===== config.mk =====
export PLATFORM = sky130hd
export DESIGN_NAME = serial_word_tx
export DESIGN_NICKNAME = d
export VERILOG_FILES = /design/src/rtl/serial_word_tx.sv
export SDC_FILE = /design/constraint.sdc
export NUM_CORES = 1
export LEC_CHECK = 0
export CAP_MARGIN = 20
export CORE_UTILIZATION = 51
export DETAILED_ROUTE_END_ITERATION = 6
export GPL_ROUTABILITY_DRIVEN = 1
export PLACE_DENSITY = 0.77
export REMOVE_ABC_BUFFERS = 1
export SLEW_MARGIN = 20
export SYNTH_ARGS = -nofsm -noshare
export SYNTH_HDL_FRONTEND = slang
export SYNTH_SLANG_ARGS = --single-unit

===== constraint.sdc =====
create_clock -name clk -period 2.03 [get_ports clk]
set_input_delay 0.406 -clock clk [delete_from_list [all_inputs] [get_ports clk]]
set_output_delay 0.406 -clock clk [all_outputs]
set_load 0.03 [all_outputs]

===== src/rtl/serial_word_tx.sv =====
// serial_word_tx: parallel-in / serial-out frame transmitter.
// Frame on tx: start bit (0), WIDTH data bits LSB-first, optional even parity
// bit, stop bit (1); every bit held BIT_CYCLES enabled cycles.
// Optional feature macro: SERIAL_TX_PARITY_EN adds the parity bit.
// en=0 freezes all state; rst is asynchronous active-low.
module serial_word_tx #(
  parameter int unsigned WIDTH      = 8,
  parameter int unsigned BIT_CYCLES = 4
) (
  input  logic             clk,
  input  logic             rst,
  input  logic             en,
  input  logic             in_valid,
  input  logic [WIDTH-1:0] in_data,
  output logic             in_ready,
  output logic             tx,
  output logic             busy,
  output logic             done
);

  localparam int unsigned CNT_W = (BIT_CYCLES > 1) ? $clog2(BIT_CYCLES) : 1;
  localparam int unsigned IDX_W = (WIDTH > 1) ? $clog2(WIDTH) : 1;

  typedef enum logic [2:0] {
    IDLE   = 3'd0,
    START  = 3'd1,
    DATA   = 3'd2,
`ifdef SERIAL_TX_PARITY_EN
    PARITY = 3'd3,
`endif
    STOP   = 3'd4
  } state_e;

  state_e             state_q;
  logic [CNT_W-1:0]   cnt_q;
  logic [IDX_W-1:0]   idx_q;
  logic [WIDTH-1:0]   shift_q;
  logic [WIDTH-1:0]   shift_d;
  logic               tx_q;
  logic               done_q;
  logic               bit_end;
`ifdef SERIAL_TX_PARITY_EN
  logic               parity_q;
`endif

  // Bit boundary detection and next shift-register value
  assign bit_end = (cnt_q == CNT_W'(BIT_CYCLES - 1));
  assign shift_d = shift_q >> 1;

  assign in_ready = en && (state_q == IDLE);
  assign busy     = (state_q != IDLE);
  assign tx       = tx_q;
  assign done     = done_q;

  // Frame sequencer: state, bit timing, shift register and registered tx/done
  always_ff @(posedge clk or negedge rst) begin
    if (!rst) begin
      state_q  <= IDLE;
      cnt_q    <= '0;
      idx_q    <= '0;
      shift_q  <= '0;
      tx_q     <= 1'b1;
      done_q   <= 1'b0;
`ifdef SERIAL_TX_PARITY_EN
      parity_q <= 1'b0;
`endif
    end else if (en) begin
      done_q <= 1'b0;
      case (state_q)
        IDLE: begin
          tx_q <= 1'b1;
          if (in_valid) begin
            shift_q  <= in_data;
            state_q  <= START;
            tx_q     <= 1'b0;
            cnt_q    <= '0;
            idx_q    <= '0;
`ifdef SERIAL_TX_PARITY_EN
            parity_q <= ^in_data;
`endif
          end
        end
        START: begin
          if (bit_end) begin
            cnt_q   <= '0;
            state_q <= DATA;
            tx_q    <= shift_q[0];
          end else begin
            cnt_q <= cnt_q + CNT_W'(1);
          end
        end
        DATA: begin
          if (bit_end) begin
            cnt_q <= '0;
            if (idx_q == IDX_W'(WIDTH - 1)) begin
`ifdef SERIAL_TX_PARITY_EN
              state_q <= PARITY;
              tx_q    <= parity_q;
`else
              state_q <= STOP;
              tx_q    <= 1'b1;
`endif
            end else begin
              idx_q   <= idx_q + IDX_W'(1);
              shift_q <= shift_d;
              tx_q    <= shift_d[0];
            end
          end else begin
            cnt_q <= cnt_q + CNT_W'(1);
          end
        end
`ifdef SERIAL_TX_PARITY_EN
        PARITY: begin
          if (bit_end) begin
            cnt_q   <= '0;
            state_q <= STOP;
            tx_q    <= 1'b1;
          end else begin
            cnt_q <= cnt_q + CNT_W'(1);
          end
        end
`endif
        STOP: begin
          if (bit_end) begin
            cnt_q   <= '0;
            state_q <= IDLE;
            tx_q    <= 1'b1;
            done_q  <= 1'b1;
          end else begin
            cnt_q <= cnt_q + CNT_W'(1);
          end
        end
        default: begin
          state_q <= IDLE;
          cnt_q   <= '0;
          tx_q    <= 1'b1;
        end
      endcase
    end
  end

endmodule


==> results.ini <==
[timing]
fin_worst_skew_ns = 0.00505
fin_crit_sh = 0.936
fin_setup_tns_ns = 0
rsz0062_at_grt = no
fmax_mhz = 526
finalMaxSlewViolations = 0
worst_slack_ns = 0.129
relSlewSlack = 0.670
layout_min_cycle_time_ns = 1.90
tightest_slew_ns = 0.488
finalSetupViolations = 0
hold_violations = 0

[placed_design]
gp_congestion = 0.781
dp_slack_ns = 0.0765
hpwl_um = 1420
io_buffer_count = 15

[critical_path]
reg2reg_depth = 5
path_class = flip-flop to primary output
cp_max_fo = 2
required_ns = 1.62
arrival_ns = 1.49
critPathBufInv = 1
critPathTopFamily = buffers and inverters
cp_cell_sequence = clkdlybuf4s50_1
timing.rr.end = idx_q[1]
critPathLaunch = tx
cp.depth = 1
crit_slowest_cell = clkdlybuf4s50_1
startpoint_type = flip-flop
ff2ff_setup_slack_ns = 0.24
cpPeakStageDelay_ns = 0.66
crit_path_end = tx
worstSetupEndpointType = primary output
r2r-start = idx_q[0]

[yosys]
synth_fa_ha_area_frac = 0.0375
synthArstFlopShare = 1.00
synth-simple-area-share = 0.149
synth_compound_area_frac = 0.284
syn_area_per_cell_um2 = 10.7
synth_top_area_frac = 0.426
synth_area_um2 = 1000
ys_top_cells_by_area = dfrtp_1 (43%), a2bb2oi_1 (6.1%), a32o_1 (5.0%)
ys_ff_latch = 18
synth_top_family_by_area = compound AO/OA/AOI/OAI gates
synth_xor_area_frac = 0.00876
syn_inst = 93
synth_edf_count = 0
synthFlopType = dfrtp_1
yosys_warnings = 0
muxShareOfSynthArea = 0.0150
synth_seq_area_share = 0.452
yosysUniqueCellTypes = 36
synth_top_cell_by_area = dfrtp_1

[global_routing]
use_met3 = 0.0353
antenna_found_initial = 0
grt_max_degree = 19
first_global_vias = 735
gr-usage-met2 = 0.332
grt_remaining_overflow = 0
grtUsageTotal = 0.236
grt_pass1_wl_um = 3460
met1_usage = 0.344
busiest_layer = met1

[cts]
cts_tree = done
cts_max_level = 1
cts_made_buffers = 3
cts-root-buf = clkbuf_4
clk_path_buf_depth = 2
clkTransAtPathRegs_ns = 0.10
worstSkewPairLatency_ns = 0.30
cts.sinks = 18
cts_setup_buffers = 0

[routing]
wl_per_cell_um = 15.3
drtIter0Drc = 15
wl_um = 2100
route.detailed.drc = 0
drt-pass1-iter-count = 4
vias_per_cell = 6.12
antenna_left = 0
num_vias = 838

[power]
pwr-share-seq = 0.418
switching_share = 0.347
combPwrFrac = 0.415
vdd_ir_drop_max_mv = 0.622
internal_power_mw = 0.872
power.leakage_nw = 0.516
p_switching_mw = 0.464
power_frac_clock = 0.167
powerDensity_mw_per_mm2 = 1090

[cells_and_area]
antennaDiodeCount = 0
area_delta_synth_final_pct = 22.8
fin_nets = 128
drive_gt1_frac = 0.188

[status]
status = finished clean

[floorplanning]
coreArea_mm2 = 0.00178
initial_core_util = 0.561
fp.dieH_um = 46.3
dieWidth_um = 46.3
placement_rows = 15
ios = 16
die-area_mm2 = 0.00214

[hold_path]
min_path_type = input pin to async pin

[run]
cap_viol_max_count = 0

[power by group through the flow]
stage / clock (mW) / sequential [mW] / combinational, mW
2_1_floorplan: 0 / 0.597 / 0.336
3_3_place_gp: 0 / 0.557 / 0.542
3_5_place_dp: 0 / 0.561 / 0.557
4_1_cts: 0.231 / 0.557 / 0.553
5_1_grt: 0.247 / 0.571 / 0.605
6_report: 0.223 / 0.559 / 0.554
[through the flow]
stage	cell area [µm²]	utilization	total power, mW	hold slack, ns	std cells
5_1_grt	1230	0.688	1.42	0.452	137
2_1_floorplan	961	-	0.933	0.110	86
3_3_place_gp	1190	0.669	1.10	0.477	133
6_report	1230	0.688	1.34	0.424	137
3_5_place_dp	1190	0.669	1.12	0.487	133
4_1_cts	1230	0.688	1.34	0.430	137
[cell families after synthesis]
family                   after synthesis
AO/OA/AOI/OAI                         35
flip-flops                            18
multiplexers                           1
AND/OR/NAND/NOR                       24
buffers and inverters                 11
XOR/XNOR                               1
adder cells (fa/ha/maj)                3
[registers in the layout, indices dropped and copies added, names as in the netlist]
| name | cells |
|---|---|
| idx_q | 3 |
| tx | 1 |
| shift_q | 8 |
| state_q | 3 |
| cnt_q | 2 |
| done | 1 |
[layout make-up]
cell class	count	area, µm²
clock buffer	4	36.3
fill	152	556
inverter	4	15.0
multi-input combinational	64	494
sequential	18	452
tap	25	31.3
timing repair buffer	22	199
[synth_stat cells, types with 2 or more instances]
| library cell | n |
|---|---|
| buf_2 | 4 |
| nor3b_2 | 2 |
| o21ai_0 | 4 |
| nor2_1 | 6 |
| o22ai_1 | 8 |
| nand2_1 | 5 |
| clkbuf_1 | 2 |
| nor2b_1 | 2 |
| a2bb2oi_1 | 7 |
| ha_1 | 3 |
| a21oi_1 | 2 |
| dfrtp_1 | 17 |
| inv_1 | 4 |
| a32o_1 | 5 |
[cell usage in the layout (no fill, tap or decap), types with 2 or more instances in the layout]
master	n
clkdlybuf4s50_1	13
nand2_1	5
nor3b_2	2
o21ai_0	4
nor2b_1	2
clkbuf_4	3
buf_4	8
a32o_1	5
nor2_1	6
a21oi_1	2
o22ai_1	8
dfrtp_1	17
inv_1	4
a2bb2oi_1	7
ha_1	3
[timing repair]
action / CTS / global route
gates resized for setup: 1 / 0
hold buffers: 0 / 0
endpoints found under the hold margin: 0 / 0
setup endpoints to repair: 1 / 0
[per-layer routing]
metal / vias to the layer above / share of wire
met3: 5 / 0.017
li1: 403 / -
met2: 11 / 0.46
met1: 419 / 0.50
met5: - / 0
met4: 0 / 0.021
[worst min-delay path by stage]
stage	startpoint	to	slack, ns	cells after the start
2_1_floorplan	rst	cnt_q[0]	0.11	0
3_3_place_gp	cnt_q[1]	cnt_q[1]	0.48	1
3_5_place_dp	idx_q[2]	idx_q[2]	0.49	1
4_1_cts	rst	done	0.43	2
5_1_grt	rst	shift_q[7]	0.45	2
6_report	rst	shift_q[7]	0.42	2
Note: power is estimated with default switching activity, not from simulation.
